$ cat src/rtl/plic_lite_pkg.sv
// plic_lite shared definitions: register indices and FSM state encoding.
package plic_lite_pkg;

  localparam logic [2:0] PLIC_PENDING  = 3'd0;
  localparam logic [2:0] PLIC_ENABLE   = 3'd1;
  localparam logic [2:0] PLIC_CLAIM    = 3'd2;
  localparam logic [2:0] PLIC_COMPLETE = 3'd3;
  localparam logic [2:0] PLIC_TYPE     = 3'd4;

  typedef enum logic [1:0] {
    PLIC_IDLE   = 2'd0,
    PLIC_ASSERT = 2'd1,
    PLIC_INSVC  = 2'd2
  } plic_state_e;

endpackage

$ cat src/rtl/plic_lite_src_sync.sv
// plic_src_sync: 2-flop synchronizer for one interrupt line plus rising-edge
// detect against the previous synchronized value.
module plic_src_sync (
  input  logic clk,
  input  logic rstn,
  input  logic din,
  output logic rise,
  output logic level
);

  logic [1:0] sync_q;
  logic       prev_q;

  // Synchronizer chain and edge history.
  always_ff @(posedge clk) begin
    if (!rstn) begin
      sync_q <= 2'b00;
      prev_q <= 1'b0;
    end else begin
      sync_q <= {sync_q[0], din};
      prev_q <= sync_q[1];
    end
  end

  assign level = sync_q[1];
  assign rise  = sync_q[1] & ~prev_q;

endmodule

$ cat src/rtl/plic_lite.sv
// plic_lite: minimal wishbone-slave interrupt controller with a
// claim/complete handshake toward the core.
// Optional build macro PLIC_LEVEL_EN adds the TYPE register (level-mode sources).
//
//   state       | meaning
//   PLIC_IDLE   | nothing presented, o_irq low
//   PLIC_ASSERT | o_irq high, waiting for the core to take it
//   PLIC_INSVC  | core is servicing, o_irq low until COMPLETE is written
module plic_lite
  import plic_lite_pkg::*;
#(
  parameter int NUM_SRC  = 8,
  parameter int ADDR_LSB = 2
) (
  input  logic               i_clk,
  input  logic               i_rstn,
  input  logic               i_wb_cyc,
  input  logic               i_wb_stb,
  input  logic               i_wb_we,
  input  logic [31:0]        i_wb_adr,
  input  logic [31:0]        i_wb_dat,
  input  logic [3:0]         i_wb_sel,
  output logic [31:0]        o_wb_dat,
  output logic               o_wb_ack,
  input  logic [NUM_SRC-1:0] i_src,
  output logic               o_irq,
  input  logic               i_ack
);

  logic [NUM_SRC-1:0] src_rise;
  logic [NUM_SRC-1:0] src_level;
  logic [NUM_SRC-1:0] pending_q;
  logic [NUM_SRC-1:0] pending_d;
  logic [NUM_SRC-1:0] enable_q;
  logic [NUM_SRC-1:0] type_mask;
  logic [NUM_SRC-1:0] hit;
  logic [NUM_SRC-1:0] claim_onehot;
  logic [4:0]         claim_id;
  logic [31:0]        rd_data;
  logic [2:0]         reg_idx;
  logic               ack_q;
  logic               bus_req;
  logic               bus_wr;
  logic               bus_rd;
  logic               wr_pending;
  logic               wr_enable;
  logic               wr_complete;
  logic               rd_claim;
  plic_state_e        state_q;
  plic_state_e        state_d;
  logic               unused_bits;

  for (genvar g = 0; g < NUM_SRC; g++) begin : g_src
    plic_src_sync u_sync (
      .clk   (i_clk),
      .rstn  (i_rstn),
      .din   (i_src[g]),
      .rise  (src_rise[g]),
      .level (src_level[g])
    );
  end

  // Byte lanes, undecoded address bits and unused data bits are don't-care.
  assign unused_bits = ^{i_wb_sel, i_wb_adr, i_wb_dat};

  assign bus_req     = i_wb_cyc & i_wb_stb;
  assign reg_idx     = i_wb_adr[ADDR_LSB+2:ADDR_LSB];
  // Side effects happen on the ack cycle while the master still holds the strobe.
  assign bus_wr      = ack_q & bus_req & i_wb_we;
  assign bus_rd      = ack_q & bus_req & ~i_wb_we;
  assign wr_pending  = bus_wr && (reg_idx == PLIC_PENDING);
  assign wr_enable   = bus_wr && (reg_idx == PLIC_ENABLE);
  assign wr_complete = bus_wr && (reg_idx == PLIC_COMPLETE);
  assign rd_claim    = bus_rd && (reg_idx == PLIC_CLAIM);
  assign hit         = pending_q & enable_q;

  // Ack one cycle after the request, never two cycles in a row.
  always_ff @(posedge i_clk) begin
    if (!i_rstn) ack_q <= 1'b0;
    else         ack_q <= bus_req & ~ack_q;
  end

  assign o_wb_ack = ack_q;

  // Lowest-index pending & enabled source wins the claim.
  always_comb begin
    claim_id     = 5'd0;
    claim_onehot = '0;
    for (int i = NUM_SRC - 1; i >= 0; i--) begin
      if (hit[i]) begin
        claim_id        = 5'(i + 1);
        claim_onehot    = '0;
        claim_onehot[i] = 1'b1;
      end
    end
  end

`ifdef PLIC_LEVEL_EN
  logic [NUM_SRC-1:0] type_q;

  // Per-source trigger mode: 1 = level, 0 = edge.
  always_ff @(posedge i_clk) begin
    if (!i_rstn)                                 type_q <= '0;
    else if (bus_wr && (reg_idx == PLIC_TYPE))   type_q <= i_wb_dat[NUM_SRC-1:0];
  end

  assign type_mask = type_q;
`else
  assign type_mask = '0;
`endif

  // Clears are applied first so a same-cycle set (edge or level) wins.
  always_comb begin
    pending_d = pending_q;
    if (wr_pending) pending_d = pending_d & ~i_wb_dat[NUM_SRC-1:0];
    if (rd_claim)   pending_d = pending_d & ~claim_onehot;
    pending_d = pending_d | src_rise | (type_mask & src_level);
  end

  // Pending and enable registers.
  always_ff @(posedge i_clk) begin
    if (!i_rstn) begin
      pending_q <= '0;
      enable_q  <= '0;
    end else begin
      pending_q <= pending_d;
      if (wr_enable) enable_q <= i_wb_dat[NUM_SRC-1:0];
    end
  end

  // Read mux; data is only driven while ack is high.
  always_comb begin
    rd_data = '0;
    case (reg_idx)
      PLIC_PENDING: rd_data[NUM_SRC-1:0] = pending_q;
      PLIC_ENABLE:  rd_data[NUM_SRC-1:0] = enable_q;
      PLIC_CLAIM:   rd_data[4:0]         = claim_id;
`ifdef PLIC_LEVEL_EN
      PLIC_TYPE:    rd_data[NUM_SRC-1:0] = type_q;
`endif
      default:      rd_data              = '0;
    endcase
  end

  assign o_wb_dat = ack_q ? rd_data : 32'd0;

  // FSM state register.
  always_ff @(posedge i_clk) begin
    if (!i_rstn) state_q <= PLIC_IDLE;
    else         state_q <= state_d;
  end

  // FSM next state and irq output.
  always_comb begin
    state_d = state_q;
    o_irq   = 1'b0;
    case (state_q)
      PLIC_IDLE: begin
        if (|hit) state_d = PLIC_ASSERT;
      end
      PLIC_ASSERT: begin
        o_irq = 1'b1;
        if (i_ack)     state_d = PLIC_INSVC;
        else if (!(|hit)) state_d = PLIC_IDLE;
      end
      PLIC_INSVC: begin
        if (wr_complete) state_d = PLIC_IDLE;
      end
      default: state_d = PLIC_IDLE;
    endcase
  end

endmodule

$ cat config.mk
export PLATFORM = sky130hd
export DESIGN_NAME = plic_lite
export DESIGN_NICKNAME = d
export VERILOG_FILES = /design/src/rtl/plic_lite_pkg.sv /design/src/rtl/plic_lite_src_sync.sv /design/src/rtl/plic_lite.sv
export SDC_FILE = /design/constraint.sdc
export NUM_CORES = 1
export LEC_CHECK = 0
export CELL_PAD_IN_SITES_DETAIL_PLACEMENT = 2
export CELL_PAD_IN_SITES_GLOBAL_PLACEMENT = 2
export CORE_AREA = 3 3 103 105
export DETAILED_ROUTE_END_ITERATION = 8
export DIE_AREA = 0 0 106 108
export PLACE_DENSITY = 0.81
export RECOVER_POWER = 100
export REMOVE_ABC_BUFFERS = 1
export SYNTH_ARGS = -nofsm -noshare
export SYNTH_HDL_FRONTEND = slang
export SYNTH_SLANG_ARGS = --single-unit
$ cat constraint.sdc
create_clock -name i_clk -period 2.3 [get_ports i_clk]
set_clock_uncertainty 0.2 [all_clocks]
set_input_delay 0.345 -clock i_clk [delete_from_list [all_inputs] [get_ports i_clk]]
set_output_delay 0.345 -clock i_clk [all_outputs]
set_load 0.01 [all_outputs]
Word level (Yosys, flattened, before mapping)
Index checks and enable logic that the tools add are counted.
{"block": "classes", "n_mux": 27, "eq_ne": 8, "bitwise": 29, "reduce_logical": 8}
{"operator": "8-bit two-way mux", "count": 11}
{"operator": "5-bit two-way mux", "count": 7}
{"operator": "8-bit bitwise AND", "count": 3}
{"operator": "8-bit NOT", "count": 2}
{"operator": "5-bit one-hot mux with 3 select lines", "count": 1}
{"operator": "1-bit bitwise AND", "count": 13}
{"operator": "1-bit NOT", "count": 10}
{"operator": "2-bit two-way mux", "count": 4}
{"operator": "8-bit bitwise OR", "count": 1}
{"operator": "8-bit OR reduction", "count": 1}
{"operator": "3-bit by 2-bit == test with 1-bit output (second input constant)", "count": 2}
{"operator": "2-bit one-hot mux with 3 select lines", "count": 1}
{"operator": "3-bit one-hot mux with 2 select lines", "count": 1}
{"operator": "1-bit logical AND", "count": 4}
{"operator": "4-bit two-way mux", "count": 1}
{"operator": "2-bit inequality test (second input constant)", "count": 2}
{"operator": "3-bit by 1-bit == test with 1-bit output (second input constant)", "count": 1}
{"operator": "3-bit logical NOT", "count": 1}
{"operator": "3-bit inequality test (second input constant)", "count": 1}
{"operator": "3-bit AND reduction", "count": 1}
{"operator": "2-bit by 1-bit == test with 1-bit output (second input constant)", "count": 1}
{"operator": "2-bit == test (second input constant)", "count": 1}
{"operator": "2-bit logical NOT", "count": 1}
{"operator": "1-bit two-way mux", "count": 1}
{"block": "word_totals", "out_inout_bits": 34, "regBits": 43, "inputBits": 82, "wordCells": 92}

Longest topological paths before layout
{"block": "depth", "word_depth": 13, "mapped_depth": 6, "mapped_depth_nobuf": 4}

By module
Synthesis repeated with hierarchy kept, for this count alone.
{"block": "hier_totals", "hier_cells": 214, "area_unflattened_um2": 2052.0}
{"module": "plic_lite", "area_per_inst_um2": 1311.3, "n_inst": 1, "seq_area_each_um2": 380.4, "cells_per_inst": 158}
{"module": "plic_src_sync", "area_per_inst_um2": 92.6, "n_inst": 8, "seq_area_each_um2": 60.1, "cells_per_inst": 7}

Least setup slack after synthesis
Ideal clock, no wire load.
{"block": "synth_timing", "path_type": "register to register", "start": "register ack_q, in the netlist o_wb_ack", "end": "register enable_q[3]", "slack_ns": 0.355, "setup_time_ns": 0.116, "required_time_ns": 1.984, "period_less_slack_ns": 1.945, "t_arrival_ns": 1.629, "path_buffers": 2, "stages_incl_launch_ff": 7, "path_cell_list": "dfxtp_1 -> or3b_1 -> buf_2 -> or3_1 -> buf_6 -> mux2i_1 -> nor2b_1"}
{"block": "synth_via", "elab_chain_len": 3}
{"element": "start, declared", "line_no": "plic_lite.sv:41", "rtl": "logic ack_q;"}
{"element": "start signal, assigned", "line_no": "plic_lite.sv:80", "rtl": "else ack_q <= bus_req & ~ack_q;"}
{"element": "1-bit bitwise AND (2 in a row)", "line_no": "plic_lite.sv:69", "rtl": "assign bus_wr = ack_q & bus_req & i_wb_we;"}
{"element": "1-bit logical AND", "line_no": "plic_lite.sv:72", "rtl": "assign wr_enable = bus_wr && (reg_idx == PLIC_ENABLE);"}
{"element": "end signal, assigned", "line_no": "plic_lite.sv:127", "rtl": "if (wr_enable) enable_q <= i_wb_dat[NUM_SRC-1:0];"}
{"element": "end, declared", "line_no": "plic_lite.sv:34", "rtl": "logic [NUM_SRC-1:0] enable_q;"}
Every way passes these cells.
A chain may end at the register's enable or synchronous reset.

Final worst setup path
{"block": "layout_timing", "start": "input i_wb_adr[4]", "end": "output o_wb_dat[0]"}
{"block": "layout_via", "elab_chain_len": 3, "elab_cells_between_ends": 5, "classes_between": "eq/ne (2); mux (2); reduce/logical (1)"}
{"element": "start, declared", "line_no": "plic_lite.sv:20", "rtl": "input logic [31:0] i_wb_adr,"}
{"element": "3-bit by 2-bit == test with 1-bit output (tied with other cells)", "line_no": "plic_lite.sv:134", "rtl": "case (reg_idx)"}
{"element": "5-bit one-hot mux with 3 select lines (*)", "line_no": "plic_lite.sv:134"}
{"element": "8-bit two-way mux (*)", "line_no": "plic_lite.sv:145", "rtl": "assign o_wb_dat = ack_q ? rd_data : 32'd0;"}
{"element": "end, declared", "line_no": "plic_lite.sv:23", "rtl": "output logic [31:0] o_wb_dat,"}
Mark *: on every way between the ends. The rest lies on a longest branch, timed or not.

==> results.toml <==
[status]
status = "finished clean"

[floorplanning]
pin_count = 116
coreArea_um2 = 9730
die-area_um2 = 11400
initial_utilization_pct = 20.0
row_count = 36
die_w_um = 106
die_y_um = 108

[setup_path]
startpoint_type = "input pin"
crit_type = "input pin to primary output"
cp_max_fo = 3
cp_slowest_cell = "clkdlybuf4s50_1"
r2r_cells = 6
crit_buf_inv = 5
rr_startpoint = "o_wb_ack"
critPathRequiredTime_ps = 1750
endpoint_kind = "primary output"
cp_common_cell = "buf_4"
cp_top_family = "buffers and inverters"
cp.depth = 7
slowest_delay_ps = 480
rr_endpoint = "enable_q[3]"
worstPathArrival_ps = 1700
rrSetupSlack_ps = 280
cp_cell_sequence = "clkdlybuf4s50_1 > buf_4 > buf_4 > and4bb_1 > buf_4 > a21o_1 > buf_6"

[detailed_routing]
vias = 1675
ant_nets = 0
dr.pass1.iters = 4
drc = 0
wl_per_cell_um = 13.4
routed_via_density = 4.15
routed_wl_mm = 5.43
drtIter0Drc = 56

[grt]
grt_usage_pct = 9.75
grt_overflow = 0
grt_start_max_net_pins = 31
antenna_found_initial = 0
grt_pass1_wl_mm = 8.78
grt_pass1_vias = 1747

[min_path]
hold-path-endpoint = "pending_q[4]"
worstHoldStart = "g_src[4].u_sync.prev_q"
whs_path_depth = 1
hold_class = "flip-flop to flip-flop"

[yosys]
synth_area_per_cell_um2 = 9.18
synth_top_area_share_pct = 44.2
async_flop_share_pct = 0
ys_ff_latch = 43
ys_top_cells_by_area = "dfxtp_1, buf_4, mux2i_1"
synth_area_um2 = 1950
synth_area_leader_cell = "dfxtp_1"
synth_edf_count = 0
synth_ff_type = "dfxtp_1"
yosysWarnings = 0
postSynthCellCount = 212
netlist_top_cells_count = "dfxtp_1, buf_4, nand2_1"
yosysMostFrequentCell = "dfxtp_1"
synth_seq_area_share_pct = 44.2
synth_cell_type_count = 41

[clocking]
postCtsHoldBufs = 0
numCtsBuffers = 5
clockBufferDepth = 2
clkTransAtPathRegs_ps = 80
cts_max_level = 2
cts_tree = "yes"
clk_latency_ps = 290
cts_root_buf = "clkbuf_8"
cts_sinks = 43

[power_and_ir_drop]
vdd.ir_drop.worst_mv = 0.185
p_per_area_nw_per_um2 = 564
finalPower_mw = 1.49
p_leak_nw = 1.16

[layout]
final_util_pct = 27.2
n_fill_cell = 1124
antenna_cells = 0
area_growth_pct = 35.9
drive_above_1_share_pct = 15.5
final_nets = 353

[timing]
rsz0062_at_grt = "no"
tightest_slew_ps = 527
max_freq_mhz = 445
timing.final.crit_period_ps = 2250
final-max-slew-violation-count = 0
setup_viol = 0
relSlewSlack_pct = 64.8
finalHoldViolCount = 0
post-route-period-util_pct = 97.8

[job]
drv_cap = 0

[placement]
gp_congestion = 0.741
port_buffers = 34
dp_hpwl_mm = 4.13
-- through the flow --
step	area (um^2)	setup TNS [ps]	cells	hold WS, ps	worst slack, ps
4_1_cts	2660	0	403	226	0.400
5_1_grt	2650	0	404	245	1.68
3_5_place_dp	2490	-5510	391	214	-447
6_report	2650	0	404	220	50.3
3_3_place_gp	2490	-5100	391	204	-468
2_1_floorplan	1810	0	203	199	289
-- registers in the layout, indices dropped and copies added, names as in the netlist --
register,flops
enable_q,8
g_src.u_sync.prev_q,8
pending_q,8
state_q,2
o_wb_ack,1
g_src.u_sync.sync_q,16
-- placed cells by master (no fill, tap or decap), drive strengths merged, types with 2 or more instances in the layout --
cell type,netlist,layout
dfxtp,43,43
buf,27,27
conb,1,24
nand2,23,23
clkdlybuf4s50,0,21
and2,20,20
mux2i,16,16
clkbuf,5,13
nor2b,10,10
inv,9,9
nand3,8,8
nor2,5,5
o21ai,5,5
o22ai,5,5
a21o,4,4
a22oi,3,3
nor3,3,3
dlygate4sd3,0,3
a21oi,2,2
a32o,2,2
o2111ai,2,2
dlymetal6s2s,0,2
a31oi,2,2
-- power by group --
group	switching, mW	total (mW)	leakage [nW]	internal, mW
combinational	0.0688	0.145	0.758	0.0764
sequential	0.0131	0.783	0.352	0.770
clock	0.246	0.565	0.0513	0.318
total	0.328	1.49	1.16	1.16
-- cell families (layout without fill, tap and decap cells) --
logic type             after synthesis  after routing  synth area share, %
AO/OA/AOI/OAI                       31             31                 11.6
AND/OR/NAND/NOR                     80             80                 22.8
buffers and inverters               41             77                 13.0
multiplexers                        16             16                 8.23
other                                1             24                0.193
flip-flops                          43             43                 44.2
-- what timing repair did --
action                     4_1_cts  5_1_grt
resized for setup               25       13
setup buffers                    5        1
setup endpoints to repair        8        5
pin swaps                        2        2
-- per-layer routing --
metal  GRT usage (%)  vias up  wire length, um
li1                -      797                -
met1            11.2      820             2310
met2            16.9       47             2700
met3            3.16       11              328
met4            3.70        0               92
met5               0        -                0
-- worst max-delay path by stage --
stage	start	slack (ps)	to
6_report	i_wb_adr[4]	50	o_wb_dat[0]
3_5_place_dp	i_wb_adr[3]	-450	o_wb_dat[3]
2_1_floorplan	o_wb_ack	290	enable_q[0]
5_1_grt	i_wb_adr[4]	2	o_wb_dat[0]
3_3_place_gp	i_wb_adr[3]	-470	o_wb_dat[3]
4_1_cts	i_wb_adr[4]	0.4	o_wb_dat[0]
-- layout make-up --
cell class	count	area, um^2	share of cell area, %
repair buffers	61	514	19.4
well taps	133	166	6.29
inverters	9	33.8	1.28
flip-flops and latches	43	861	32.5
clock inverters	1	30.0	1.14
multi-input cells	151	967	36.6
clock buffers	6	72.6	2.74
No activity file was read; power rests on OpenSTA's default activity.
